--- config.mk ---
export PLATFORM = sky130hd
export DESIGN_NAME = vending_fsm_param
export DESIGN_NICKNAME = d
export VERILOG_FILES = /design/src/rtl/vending_fsm_param.sv
export SDC_FILE = /design/constraint.sdc
export NUM_CORES = 1
export LEC_CHECK = 0
export BUFFER_PORTS_ARGS = -buffer_cell sky130_fd_sc_hd__buf_2
export CORE_MARGIN = 3
export CORE_UTILIZATION = 35
export DETAILED_ROUTE_END_ITERATION = 6
export PLACE_DENSITY = 0.57
export SETUP_SLACK_MARGIN = 0.02
export SLEW_MARGIN = 20
export SYNTH_ARGS = -nofsm -noshare
export SYNTH_HDL_FRONTEND = slang
export SYNTH_SLANG_ARGS = --single-unit
--- constraint.sdc ---
create_clock -name i_clk -period 3.5 [get_ports i_clk]
set_input_delay 1.05 -clock i_clk [delete_from_list [all_inputs] [get_ports i_clk]]
set_output_delay 1.05 -clock i_clk [all_outputs]
set_load 0.02 [all_outputs]
--- src/rtl/vending_fsm_param.sv ---
// Parametrised vending controller: collects nickel/dime/quarter credit up to PRICE,
// pulses o_soda, then pays change or a cancel refund coin-by-coin through a ready/ack hopper.
module vending_fsm_param #(
  parameter int PRICE       = 20,
  parameter int CREDIT_W    = 8,
  parameter bit DIME_CHANGE = 1'b1
) (
  input  logic                i_clk,
  input  logic                i_rst_n,
  input  logic                i_nickel,
  input  logic                i_dime,
  input  logic                i_quarter,
  input  logic                i_cancel,
  input  logic                i_change_ack,
  output logic                o_soda,
  output logic                o_coin_reject,
  output logic                o_change_valid,
  output logic [1:0]          o_change_coin,
  output logic                o_refunding,
  output logic [CREDIT_W-1:0] o_credit,
  output logic                o_busy
);

  typedef enum logic [1:0] {
    IDLE     = 2'd0,
    COLLECT  = 2'd1,
    VEND     = 2'd2,
    DISPENSE = 2'd3
  } state_t;

  localparam logic [1:0]          COIN_NONE   = 2'b00;
  localparam logic [1:0]          COIN_NICKEL = 2'b01;
  localparam logic [1:0]          COIN_DIME   = 2'b10;
  localparam logic [CREDIT_W-1:0] VAL_NICKEL  = CREDIT_W'(32'd5);
  localparam logic [CREDIT_W-1:0] VAL_DIME    = CREDIT_W'(32'd10);
  localparam logic [CREDIT_W-1:0] VAL_QUARTER = CREDIT_W'(32'd25);
  localparam logic [CREDIT_W-1:0] PRICE_C     = CREDIT_W'(PRICE);

  // Greedy change: largest allowed coin that does not exceed the amount owed.
  function automatic logic [1:0] pick_coin(input logic [CREDIT_W-1:0] owed);
    if (DIME_CHANGE && (owed >= VAL_DIME)) begin
      pick_coin = COIN_DIME;
    end else begin
      pick_coin = COIN_NICKEL;
    end
  endfunction

  function automatic logic [CREDIT_W-1:0] coin_value(input logic [1:0] coin);
    case (coin)
      COIN_DIME:   coin_value = VAL_DIME;
      COIN_NICKEL: coin_value = VAL_NICKEL;
      default:     coin_value = '0;
    endcase
  endfunction

  state_t              r_state;
  logic                r_soda;
  logic                r_reject;
  logic                r_change_valid;
  logic [1:0]          r_change_coin;
  logic                r_refund;
  logic [CREDIT_W-1:0] r_credit;
  logic                r_busy;

  logic [1:0]          w_coin_cnt;
  logic                w_any_coin;
  logic                w_accept;
  logic                w_reject;
  logic [CREDIT_W-1:0] w_coin_val;
  logic [CREDIT_W-1:0] w_sum;
  logic [CREDIT_W-1:0] w_after_vend;
  logic [CREDIT_W-1:0] w_after_pay;

  // Coin decode and the candidate credit values for each transition.
  always_comb begin
    w_coin_cnt = {1'b0, i_nickel} + {1'b0, i_dime} + {1'b0, i_quarter};
    w_any_coin = i_nickel | i_dime | i_quarter;
    w_accept   = (w_coin_cnt == 2'd1) && !i_cancel;
    if ((r_state == VEND) || (r_state == DISPENSE)) begin
      w_reject = w_any_coin;
    end else begin
      w_reject = w_any_coin && ((w_coin_cnt > 2'd1) || i_cancel);
    end
    if (i_quarter) begin
      w_coin_val = VAL_QUARTER;
    end else if (i_dime) begin
      w_coin_val = VAL_DIME;
    end else if (i_nickel) begin
      w_coin_val = VAL_NICKEL;
    end else begin
      w_coin_val = '0;
    end
    w_sum        = r_credit + w_coin_val;
    w_after_vend = r_credit - PRICE_C;
    w_after_pay  = r_credit - coin_value(r_change_coin);
  end

  // Controller state and all registered outputs.
  always_ff @(posedge i_clk or negedge i_rst_n) begin
    if (!i_rst_n) begin
      r_state        <= IDLE;
      r_soda         <= 1'b0;
      r_reject       <= 1'b0;
      r_change_valid <= 1'b0;
      r_change_coin  <= COIN_NONE;
      r_refund       <= 1'b0;
      r_credit       <= '0;
      r_busy         <= 1'b0;
    end else begin
      r_soda   <= 1'b0;
      r_reject <= w_reject;
      case (r_state)
        IDLE, COLLECT: begin
          if (w_accept) begin
            r_credit <= w_sum;
            if (w_sum >= PRICE_C) begin
              r_state <= VEND;
              r_soda  <= 1'b1;
              r_busy  <= 1'b1;
            end else begin
              r_state <= COLLECT;
            end
          end else if (i_cancel && (r_state == COLLECT)) begin
            r_state        <= DISPENSE;
            r_refund       <= 1'b1;
            r_busy         <= 1'b1;
            r_change_valid <= 1'b1;
            r_change_coin  <= pick_coin(r_credit);
          end else begin
            r_state <= r_state;
          end
        end
        VEND: begin
          r_credit <= w_after_vend;
          if (w_after_vend == '0) begin
            r_state <= IDLE;
            r_busy  <= 1'b0;
          end else begin
            r_state        <= DISPENSE;
            r_refund       <= 1'b0;
            r_change_valid <= 1'b1;
            r_change_coin  <= pick_coin(w_after_vend);
          end
        end
        DISPENSE: begin
          // The presented coin is held until the hopper acknowledges it.
          if (i_change_ack) begin
            r_credit <= w_after_pay;
            if (w_after_pay == '0) begin
              r_state        <= IDLE;
              r_busy         <= 1'b0;
              r_change_valid <= 1'b0;
              r_change_coin  <= COIN_NONE;
              r_refund       <= 1'b0;
            end else begin
              r_change_coin <= pick_coin(w_after_pay);
            end
          end else begin
            r_state <= DISPENSE;
          end
        end
        default: begin
          r_state        <= IDLE;
          r_credit       <= '0;
          r_change_valid <= 1'b0;
          r_change_coin  <= COIN_NONE;
          r_refund       <= 1'b0;
          r_busy         <= 1'b0;
        end
      endcase
    end
  end

  assign o_soda         = r_soda;
  assign o_coin_reject  = r_reject;
  assign o_change_valid = r_change_valid;
  assign o_change_coin  = r_change_coin;
  assign o_refunding    = r_refund;
  assign o_credit       = r_credit;
  assign o_busy         = r_busy;

endmodule

After elaboration in Yosys (flattened, before gate mapping)
Cells that the tools add are included.
Storage, ports and cells
  bits in registers: 17
  latch bits: 0
  bits in writable memories: 0
  memory bits (read-only): 0
  input bits: 7
  output and inout bits: 15
  logic and storage cells: 90
  memories kept: 0
Cells by class
  add/sub/neg operators: 5
  $mul: 0
  div/mod/pow operators: 0
  $lt $le $gt $ge: 5
  eq/ne operators: 16
  shifts and indexed selects: 0
  multiplexer cells: 39
  bitwise logic cells: 2
  reduce and logical (&&, ||, !) cells: 15
Operators by type and width (count)
  $mux W8: 4
  $mux W2: 14
  $ge A8 B4 Y1 const B: 3
  $pmux W8 S3: 1
  $logic_not A8 Y1: 2
  $mux W1: 13
  $pmux W2 S3: 2
  $ne A2 B2 Y1 const B: 5
  $reduce_and A5 Y1: 2
  $pmux W1 S3: 3
  $add A8 B8 Y8: 1
  $ge A8 B5 Y1 const B: 1
  $pmux W4 S2: 1
  $sub A8 B5 Y8 const B: 1
  $sub A8 B8 Y8: 1
  $eq A2 B1 Y1 const B: 3
  $eq A2 B2 Y1 const B: 3
  $ne A3 B3 Y1 const B: 2
  $ne A2 B1 Y1 const B: 2
  $reduce_and A2 Y1: 2
  $reduce_and A4 Y1: 1
  $logic_and A1 B1 Y1: 3
  $mux W3: 1
  $ne A3 B2 Y1 const B: 1
  other kinds (8): 10

Logic depth before layout (Yosys ltp)
  depth after elaboration: 8
  depth in mapped cells: 12
  gate-level depth less buffers: 12

Least setup slack after synthesis
No wires, ideal clock.
  kind: input port to flip-flop
  start: input port i_nickel
  end: register r_state[1]
  library setup time: 0.131 ns
  data arrival time: 3.168 ns
  required time: 3.369 ns
  slack: 0.200 ns
  stages: 11
  path buffers: 0
  path through: inv_1 o21ai_0 ha_1 inv_1 fa_1 nor2b_4 o21ai_1 a21boi_0 a2111oi_4 o31a_1 or3_1
On the way
  cells in the longest elaborated chain, start to end: 8
  elaborated cells on any way between the ends: 14
  classes of those cells: add/sub (3); order compare (1); eq/ne (2); mux (6); reduce/logical (2)
RTL lines
  start: declaration: line 10  | input logic i_nickel,
  $mux W3: line 88  | end else if (i_nickel) begin
  $mux W8: line 86  | end else if (i_dime) begin
  $mux W8: line 84  | if (i_quarter) begin
  $add A8 B8 Y8: line 93  | w_sum = r_credit + w_coin_val;
  $ge A8 B5 Y1: line 116  | if (w_sum >= PRICE_C) begin
  $mux W2: line 116
  $mux W2: line 114  | if (w_accept) begin
  $pmux W2 S3: line 112  | case (r_state)
  end signal: assignment: line 130  | r_state <= r_state;
  end: declaration: line 56  | state_t r_state;
Parallel ways exist; a longest one is shown, timed or not.
A chain may end at the register's enable or synchronous reset.

Worst setup path in the final report
Same ends and word-level chain as after synthesis.

==> flow_metrics.py <==
metrics = {
    "grt": {
        "grt_use_total_pct": 17.5,
        "grt_max_degree": 30,
        "overflow": 0,
        "grt_pass1_vias": 1738,
        "antenna_found_initial": 0,
        "grt_pass1_wl_um": 8660,
    },
    "yosys": {
        "syn_avg_cell_area_um2": 7.80,
        "synth-async-reset-ratio_pct": 100,
        "synth_warnings": 0,
        "ys_seq_area_share_pct": 22.5,
        "synth_area_um2": 1890,
        "synth_seq_cells": 17,
        "postSynthCellCount": 243,
        "synth.distinct_cells": 56,
        "synth_edf_count": 0,
        "syn-num-nets": 267,
        "ys.flop_type": "dfrtp_1",
    },
    "setup_path": {
        "start_kind": "input port",
        "cpMaxStageDelayCell": "fa_1",
        "rr_startpoint": "o_change_coin[1]",
        "worstPathMaxFanout": 4,
        "required_ns": 3.65,
        "crit_family": "compound AO/OA/AOI/OAI gates",
        "max_stage_delay_ns": 0.42,
        "crit_buf_inv": 4,
        "regToRegEndpoint": "r_state[1]",
        "endpoint_kind": "flop",
        "cp_cell_sequence": "buf_2, inv_1, o21ai_0, ha_1, inv_1, fa_1, nor2b_4, o21ai_1, a21boi_0, buf_4, a2111oi_4, o31a_1, or3_1",
        "crit_top_cell": "inv_1",
        "worstSetupPathType": "input port to flop",
        "worstPathArrival_ns": 3.28,
        "r2r_cells": 12,
        "rrSetupSlack_ns": 0.83,
    },
    "route": {
        "drt_first_pass_iters": 4,
        "dr_wl_met2_um": 2390,
        "wl_um": 5230,
        "vias": 1854,
        "avgRoutedWirePerCell_um": 15.7,
        "wirelength_met1_um": 2600,
        "avgViaCountPerCell": 5.57,
        "drc": 0,
        "wl_met3_um": 175,
        "ant_nets": 0,
        "routed.top_layer": "met4",
        "drt-initial-drc-count": 120,
    },
    "placed_design": {
        "place_inst": 329,
        "pre_cts_slack_ns": 0.0715,
        "dp_hpwl_um": 4010,
        "numPortBuffers": 21,
        "gp_congestion": 0.870,
    },
    "pwr": {
        "power.internal_mw": 1.04,
        "pwr-share-clk_pct": 7.0,
        "swShare_pct": 54.3,
        "power.share.combinational_pct": 71.5,
        "vdd_drop_max_mv": 0.433,
        "power_mw": 2.29,
        "power_leakage_nw": 0.944,
        "powerDensity_nw_per_um2": 1080,
        "p_sw_mw": 1.24,
        "pwr-share-seq_pct": 21.5,
    },
    "run_status": {
        "status": "finished clean",
    },
    "timing": {
        "layout_worst_path_cycle_share_pct": 89.5,
        "worst_clock_skew_ns": 0.00268,
        "tightest_slew_ns": 0.701,
        "fin_crit_ns": 3.13,
        "final_hold_viol_count": 0,
        "tns_ns": 0,
        "setup_viol": 0,
        "max_freq_mhz": 319,
        "slew_violations": 0,
        "rsz0062_at_grt": "false",
        "layout_setup_ws_ns": 0.366,
        "worst_hold_slack_ns": 0.532,
        "max_slew_margin_pct": 53.3,
    },
    "floorplan": {
        "die_area_um2": 6330,
        "row_count": 26,
        "die_x_um": 79.6,
        "die_y_um": 79.6,
        "initial_core_util_pct": 36.6,
        "io_pins": 22,
        "core_um2": 5170,
    },
    "clocking": {
        "htree_levels": 1,
        "cts_resized": 0,
        "clk_path_buf_depth": 2,
        "hold_buffers": 0,
        "clk_pin_slew_ns": 0.08,
        "root_buffer": "clkbuf_8",
        "cts.sinks": 17,
        "tritoncts": "done",
        "cts_buffers": 3,
        "post_cts_buffers": 0,
        "clk_latency_ns": 0.26,
    },
    "min_path": {
        "hold_path.class": "flop to flop",
        "hp-start": "o_refunding",
        "whs_endpoint": "o_refunding",
        "min_path_cells": 2,
    },
    "run": {
        "maxCapViolCount": 0,
    },
    "finish": {
        "drive_gt1_share_pct": 13.3,
        "final_nets": 288,
        "area_growth_pct": 12.0,
        "n_antenna_cell": 0,
        "fin_cells": 333,
    },
}
[worst max-delay path by stage]
stage	startpoint	endpoint	slack, ns	cells after the start
finish	i_nickel	r_state[1]	0.37	13
CTS	i_nickel	r_state[1]	0.36	13
detailed placement	i_nickel	r_state[1]	0.07	13
floorplan	i_nickel	r_state[1]	0.20	11
global placement	i_quarter	r_state[1]	0.11	11
global route	i_quarter	r_state[1]	0.13	11
[layout by cell type, fill, tap and decap left out, types with 4 or more instances in the layout]
master and instances:
dfrtp_1 17, nor3_1 8, a211o_1 5, nor2b_1 5, nand2b_1 8, a211oi_1 4, o21ai_0 16, a21oi_1 22
nor2_1 25, o22ai_1 4, buf_4 6, nand3_1 8, nand2_1 18, buf_2 21, inv_1 18, ha_1 14
[power groups by stage]
stage / clock [mW] / sequential (mW) / combinational [mW]
2_1_floorplan: 0 / 0.461 / 1.25
3_3_place_gp: 0 / 0.498 / 1.63
3_5_place_dp: 0 / 0.497 / 1.63
4_1_cts: 0.161 / 0.493 / 1.64
5_1_grt: 0.174 / 0.511 / 1.84
6_report: 0.160 / 0.493 / 1.64
[registers in the layout, summed over array words and instances, names as in the netlist]
name	cells
o_credit	8
o_coin_reject	1
o_refunding	1
o_change_valid	1
o_soda	1
o_change_coin	2
o_busy	1
r_state	2
[worst reg2reg max path, stage by stage (launching register included)]
cell       delay (ns)
dfrtp_1          0.39
inv_1            0.08
nand2_1          0.07
inv_1            0.06
ha_1             0.15
inv_1            0.05
fa_1             0.39
a21o_1           0.19
a21oi_1          0.19
o2bb2ai_1        0.14
o2bb2ai_1        0.23
a21boi_0         0.22
or3_1            0.39
[routing by layer]
metal / vias up / global-route usage (%)
li1: 926 / -
met1: 892 / 24.7
met2: 28 / 27.7
met3: 8 / 2.37
met4: 0 / 4.64
met5: - / 0
[through the flow]
step,area [um2],utilization (%)
floorplan,1890,-
global placement,2080,40.1
detailed placement,2080,40.1
CTS,2120,41.0
global route,2120,41.0
finish,2120,41.0
[Yosys cell counts (2+ instances only)]
master	instances	share of area [%]
o22a_1	2	0.92
clkbuf_1	5	0.99
nor3b_1	3	1.2
mux2i_1	3	1.6
and4b_1	2	1.1
a211oi_1	4	1.6
nand2b_1	8	2.6
fa_1	3	3.2
and2_1	2	0.66
and3_1	2	0.66
o21a_1	3	1.2
o21ai_0	16	4.2
a21boi_0	3	1.2
inv_1	18	3.6
xnor2_1	3	1.4
a211o_1	5	2.3
nand3_1	8	2.1
o2bb2ai_1	2	0.92
nand4_1	2	0.66
nor3_1	8	2.1
ha_1	14	9.2
buf_2	3	0.79
o22ai_1	4	1.3
nand2_1	18	3.6
a221oi_2	2	1.6
xor2_1	3	1.4
or3_1	2	0.66
dfrtp_1	17	22
o211ai_1	2	0.79
nor2_1	25	5.0
a21oi_1	22	5.8
nor2b_1	5	1.7
[cell type report]
type                    instances  area, um2
inverters                      18       67.6
repair buffers                 27        150
clock buffers                   3       41.3
multi-input cells             197       1350
well taps                      70       87.6
fillers                       559       3050
flip-flops and latches         17        425
clock inverters                 1       5.00
[kinds of logic after synthesis]
logic type / share of synthesized area, %
compound gates: 29.9
xor+xnor: 2.77
fa+ha+maj: 12.4
buf+inv: 6.54
flops: 22.5
mux: 1.59
simple gates: 24.3
No activity file was read; power rests on OpenSTA's default activity.
